File: src/rtl/ones_count_pkg.sv
// Shared types and helpers for the ones-count expander and related decoders:
// FSM state encoding, count clamping and thermometer expansion.
package ones_count_pkg;

    localparam int MaxN = 32;

    typedef enum logic {
        IDLE  = 1'b0,
        SHIFT = 1'b1
    } state_t;

    function automatic int clamp_count(input int count, input int n);
        return (count > n) ? n : count;
    endfunction

    // Widest supported word; callers size-cast the result down to their own N.
    function automatic logic [MaxN-1:0] to_therm(input int count, input int n);
        logic [MaxN-1:0] t;
        int c;
        c = clamp_count(count, n);
        t = '0;
        for (int i = 0; i < MaxN; i++) begin
            t[i] = (i < c);
        end
        return t;
    endfunction

endpackage

File: src/rtl/count_to_therm.sv
// Combinational count-to-thermometer decoder: clamps the count to N and
// flags counts that needed clamping.
module count_to_therm
    import ones_count_pkg::*;
#(
    parameter int N  = 3,
    parameter int CW = $clog2(N + 1)
) (
    input  logic [CW-1:0] count_i,
    output logic [N-1:0]  therm_o,
    output logic          ovf_o
);

    assign therm_o = N'(to_therm(int'(count_i), N));
    assign ovf_o   = (int'(count_i) > N);

endmodule

File: src/rtl/ones_count_expander.sv
// Expands a ones-count into a thermometer word and streams it out LSB first.
// Define ONES_EXPANDER_B2B_EN to accept the next count on the last beat (no bubble).
module ones_count_expander
    import ones_count_pkg::*;
#(
    parameter int N  = 3,
    parameter int CW = $clog2(N + 1)
) (
    input  logic          clk,
    input  logic          rst_n,
    input  logic          in_valid,
    output logic          in_ready,
    input  logic [CW-1:0] in_count,
    output logic          out_valid,
    input  logic          out_ready,
    output logic          out_bit,
    output logic          out_last,
    output logic [N-1:0]  therm,
    output logic          busy,
    output logic          ovf
);

`ifdef ONES_EXPANDER_B2B_EN
    localparam bit B2bEn = 1'b1;
`else
    localparam bit B2bEn = 1'b0;
`endif

    localparam logic [CW-1:0] LastIdx = CW'(N - 1);

    state_t        state_q, state_d;
    logic [N-1:0]  shift_q, shift_d;
    logic [N-1:0]  therm_q, therm_d;
    logic          ovf_q, ovf_d;
    logic [CW-1:0] idx_q, idx_d;

    logic [N-1:0]  newTherm;
    logic          newOvf;

    count_to_therm #(
        .N  (N),
        .CW (CW)
    ) u_decode (
        .count_i (in_count),
        .therm_o (newTherm),
        .ovf_o   (newOvf)
    );

    always_ff @(posedge clk or negedge rst_n) begin
        if (!rst_n) begin
            state_q <= IDLE;
            shift_q <= '0;
            therm_q <= '0;
            ovf_q   <= 1'b0;
            idx_q   <= '0;
        end else begin
            state_q <= state_d;
            shift_q <= shift_d;
            therm_q <= therm_d;
            ovf_q   <= ovf_d;
            idx_q   <= idx_d;
        end
    end

    // A capture overrides the shift update, which is what lets the
    // back-to-back build reload on the final beat and stay in SHIFT.
    always_comb begin
        state_d   = state_q;
        shift_d   = shift_q;
        therm_d   = therm_q;
        ovf_d     = ovf_q;
        idx_d     = idx_q;
        in_ready  = 1'b0;
        out_valid = 1'b0;
        out_bit   = 1'b0;
        out_last  = 1'b0;
        busy      = 1'b0;

        case (state_q)
            IDLE: begin
                in_ready = 1'b1;
            end
            SHIFT: begin
                out_valid = 1'b1;
                busy      = 1'b1;
                out_bit   = shift_q[0];
                out_last  = (idx_q == LastIdx);
                if (out_ready) begin
                    shift_d = shift_q >> 1;
                    idx_d   = idx_q + CW'(1);
                    if (out_last) begin
                        state_d  = IDLE;
                        in_ready = B2bEn;
                    end
                end
            end
            default: begin
                state_d = IDLE;
            end
        endcase

        if (in_valid && in_ready) begin
            therm_d = newTherm;
            shift_d = newTherm;
            ovf_d   = newOvf;
            idx_d   = '0;
            state_d = SHIFT;
        end
    end

    assign therm = therm_q;
    assign ovf   = ovf_q;

endmodule

File: config.mk
export PLATFORM = sky130hd
export DESIGN_NAME = ones_count_expander
export DESIGN_NICKNAME = d
export VERILOG_FILES = /design/src/rtl/ones_count_pkg.sv /design/src/rtl/count_to_therm.sv /design/src/rtl/ones_count_expander.sv
export SDC_FILE = /design/constraint.sdc
export NUM_CORES = 1
export LEC_CHECK = 0
export ABC_AREA = 1
export CELL_PAD_IN_SITES_DETAIL_PLACEMENT = 0
export CELL_PAD_IN_SITES_GLOBAL_PLACEMENT = 2
export CORE_MARGIN = 8
export CORE_UTILIZATION = 20
export DETAILED_ROUTE_END_ITERATION = 10
export GPL_TIMING_DRIVEN = 0
export PLACE_DENSITY = 0.71
export SLEW_MARGIN = 20
export SYNTH_ARGS = -nofsm -noshare
export SYNTH_HDL_FRONTEND = slang
export SYNTH_SLANG_ARGS = --single-unit
export TNS_END_PERCENT = 100
File: constraint.sdc
create_clock -name clk -period 0.9 [get_ports clk]
set_clock_uncertainty 0.05 [all_clocks]
set_input_delay 0.09 -clock clk [delete_from_list [all_inputs] [get_ports clk]]
set_output_delay 0.09 -clock clk [all_outputs]
set_load 0.01 [all_outputs]
Word-level counts from Yosys, hierarchy flattened
Index checks and enable logic that the tools add are counted.

Reductions and logical operators: 4. Muxes and demuxes: 14. Magnitude comparators: 3. Bitwise operators: 1. Add/sub/neg operators: 1. Eq/ne operators: 1.

Operators with widths (count): 2-to-1 mux 3 bit (3); 2-to-1 mux 1 bit (7); 2-to-1 mux 2 bit (3); less-than comparator 1 x 2 -> 1 bit, first input constant (2); nonzero test 2 bit (2); adder 2 x 1 -> 2 bit, second input constant (1); equality test 2 bit, second input constant (1); less-than comparator 2 bit, first input constant (1); case mux 1 bit (2 select lines) (1); AND reduction 2 bit (1); logical AND 1 bit (1); inverter 1 bit (1).

Bits of input ports: 6. Register bits after elaboration: 9.

Logic depth before layout (Yosys ltp)
Depth after elaboration: 5. Gate-level depth with buffers: 5.

Cells and area by module
Synthesis repeated with hierarchy kept, for this count alone.

Cell total of the unflattened synthesis: 62. Area total of the unflattened synthesis: 484.2 µm².

Modules (own cells, without submodules): ones_count_expander (seq. area each 250.2 µm², times used 1, cells an instance 54, area each 446.7 µm²); count_to_therm (seq. area each 0.0 µm², times used 1, cells an instance 8, area each 37.5 µm²).

Least setup slack after synthesis
Ideal clock, no wire load.

Kind: reg2reg. Start point: register state_q. End point: register idx_q[0]. Required time: 0.723 ns. Data arrival time: 0.793 ns. Setup slack: -0.070 ns. Stages on the path, launching flop included: 5. Path through: dfrtp_1 -> inv_2 -> nand2_4 -> nand3_1 -> o21ai_0.

Word-level cells in the longest chain between the ends: 5. Elaborated cells between the ends (all ways): 7.

Ends and longest elaborated chain: start, declared (RTL line ones_count_expander.sv:31) `state_t state_q, state_d;`; start signal, assigned (RTL line ones_count_expander.sv:57) `state_q <= state_d;`; inverter 1 bit (RTL line ones_count_expander.sv:79) `case (state_q)`; case mux 1 bit (2 select lines) * (RTL line ones_count_expander.sv:79); via in_ready (RTL line ones_count_expander.sv:12) `output logic in_ready,`; logical AND 1 bit * (RTL line ones_count_expander.sv:102) `if (in_valid && in_ready) begin`; nonzero test 2 bit (no source line); AND reduction 2 bit (no source line); end signal, assigned (RTL line ones_count_expander.sv:61) `idx_q <= idx_d;`; end, declared (RTL line ones_count_expander.sv:35) `logic [CW-1:0] idx_q, idx_d;`.

The timed path passes the listed nets; every way through them passes the cells marked *. A chain may end at the register's enable or synchronous reset.

Final worst setup path
Start point: register idx_q[0]. End point: output out_last.

Word-level cells in the longest chain between the ends: 2.

Ends and longest elaborated chain: equality test 2 bit (RTL line ones_count_expander.sv:87) `out_last = (idx_q == LastIdx);`; 2-to-1 mux 1 bit (RTL line ones_count_expander.sv:79); end, declared (RTL line ones_count_expander.sv:17) `output logic out_last,`.

Every way passes these cells.

==> flow_summary.ini <==
[synthesis]
synth_area_sq_um = 418
yosysUniqueCellTypes = 13
ys_seq_area_share_pct = 53.9
netlist_instances = 49
ys_warn_count = 0
postSynthAreaPerCell_sq_um = 8.53
synth_nets = 56
ys_ff_latch = 9

[floorplan]
die_area_sq_um = 3810
die_x_microns = 61.7
start_util_pct = 21.3
io_pins = 15
num_rows = 16
fp.dieH_microns = 61.7
core_sq_um = 1960

[clock_tree]
cts_tree = built
cts.sinks = 9
cts_buffers = 3
clock_path_buffers = 2
insertion_delay_ns = 0.27
clk_pin_slew_ns = 0.06
clock-root-buffer = clkbuf_4
htreeDepth = 1

[critical_path]
arrival_ns = 1.06
r2r_slack_ns = -0.26
r2r_start = state_q$_DFF_PN0_
reg2reg_depth = 6
required_ns = 0.76
crit_type = reg -> out
crit_path_end_kind = primary output
reg2reg_to = state_q$_DFF_PN0_
cp-start-kind = flip-flop
cp_max_fo = 2

[cells_and_area]
finalNetCount = 84
final_cell_mix = buf_6 (13), nand2_1 (8), dfrtp_1 (8), nand2_2 (6)
n_fill_cell = 210
syn_to_final_growth_pct = 87.7
drive_gt1_share_pct = 59.2
layout_commonest_cell = buf_6
n_antenna_cell = 0

[pwr]
power.leakage_nw = 0.413
power_mw = 2.39
power_density_nw_per_um2 = 3050
irDropWorstVdd_uv = 1070

[placed_design]
portBuffers = 13
globalplace.congestion = 0.693
hpwl_microns = 720
post-place-ws_ns = -0.465

[sta]
fmax_mhz = 833
rsz0062_at_grt = true
final-max-slew-violation-count = 0
finalCritPeriodShare_pct = 133
layout_setup_ws_ns = -0.300
hold_viol_final = 0
finalSetupViolCount = 17
period_minus_slack_ns = 1.20

[grt]
grt_max_degree = 10
antenna_found_initial = 0
grt_pass1_vias = 409
grt_pass1_wl_microns = 1730
grt-ovfl-total = 0
grtUsageTotal_pct = 6.53

[outcome]
violations = setup timing
status = finished, violations left

[drt]
drt_first_pass_iters = 3
vias = 411
antenna_left = 0
vias_per_cell = 3.99
routed_wl_microns = 1070
routedWlPerCell_microns = 10.4
drc = 0
drtIter0Drc = 5

[job]
maxCapViolCount = 0

[min_path]
min_path_type = in -> async
[cell type report]
class	count	area [sq um]	area share, %
Tap cell	27	33.8	4.31
Clock inverter	1	5.00	0.638
Buffer	2	18.8	2.39
Sequential cell	9	226	28.9
Clock buffer	3	22.5	2.87
Inverter	8	37.5	4.78
Timing Repair Buffer	23	225	28.7
Multi-Input combinational cell	30	215	27.4
[how the worst max path moves through the flow]
stage | startpoint | end | slack (ns) | cells after the start
2_1_floorplan | state_q$_DFF_PN0_ | idx_q[0]$_DFFE_PN0P_ | -0.03 | 4
3_3_place_gp | idx_q[0]$_DFFE_PN0P_ | out_last | -0.46 | 5
3_5_place_dp | idx_q[0]$_DFFE_PN0P_ | out_last | -0.47 | 5
4_1_cts | idx_q[0]$_DFFE_PN0P_ | out_last | -0.31 | 5
5_1_grt | idx_q[0]$_DFFE_PN0P_ | out_last | -0.37 | 5
6_report | idx_q[0]$_DFFE_PN0P_ | out_last | -0.30 | 5
[registers in the layout, summed over array words and instances (netlist names)]
name     cells
state_q      1
idx_q        2
shift_q      3
therm        3
[per-layer routing]
metal,part of all wire (%),vias up,track usage (%)
li1,-,205,-
met1,40,190,6.09
met2,45,16,10.5
met3,14,0,5.56
met4,0,0,1.95
met5,0,-,0
[timing repair]
| item | 4_1_cts | 5_1_grt |
|---|---|---|
| hold buffers | 0 | 0 |
| setup endpoints to repair | 17 | 17 |
| pin swaps | 2 | 7 |
| resized for setup | 49 | 18 |
| setup buffers | 8 | 2 |
| cloned | 0 | 0 |
[report_power, final]
group	switching (mW)	internal [mW]	total (mW)	leakage, nW
sequential	0.124	0.576	0.700	0.112
clock	0.150	0.164	0.314	0.0177
combinational	0.585	0.792	1.38	0.284
total	0.860	1.53	2.39	0.413
[cell usage after synthesis (all sizes together)]
cell type	number	area share [%]
conb	1	0.90
dfrtp	9	54
inv	8	7.2
o21ai	2	2.4
ha	1	3.0
a22oi	1	1.8
buf	2	3.6
nor2	1	0.90
nand3	8	9.6
nand2	16	17
[logic make-up (layout without fill, tap and decap cells)]
family	after synthesis	count (layout)	synth area share, %
fa+ha+maj	1	1	2.99
simple gates	25	25	27.2
flops	9	9	53.9
compound gates	3	3	4.19
buf+inv	10	37	10.8
other cells	1	1	0.897
[critical path, stage by stage, from the launching register on]
cell and delay (ns):
dfrtp_1 0.37, inv_1 0.06, ha_2 0.17, nand2_2 0.04, inv_2 0.05, buf_6 0.10
[per-stage QoR]
stage	instance area [sq um]	instances	hold WS, ns	util, %	setup TNS (ns)
floorplan	427	49	-0.256	-	-0.151
global placement	591	89	0.375	30.1	-4.22
detailed placement	591	89	0.361	30.1	-4.19
CTS	703	101	0.0738	35.8	-2.42
global route	785	103	0.0868	40.0	-3.53
finish	785	103	0.0627	40.0	-2.78
(Power assumes the default switching activity.)
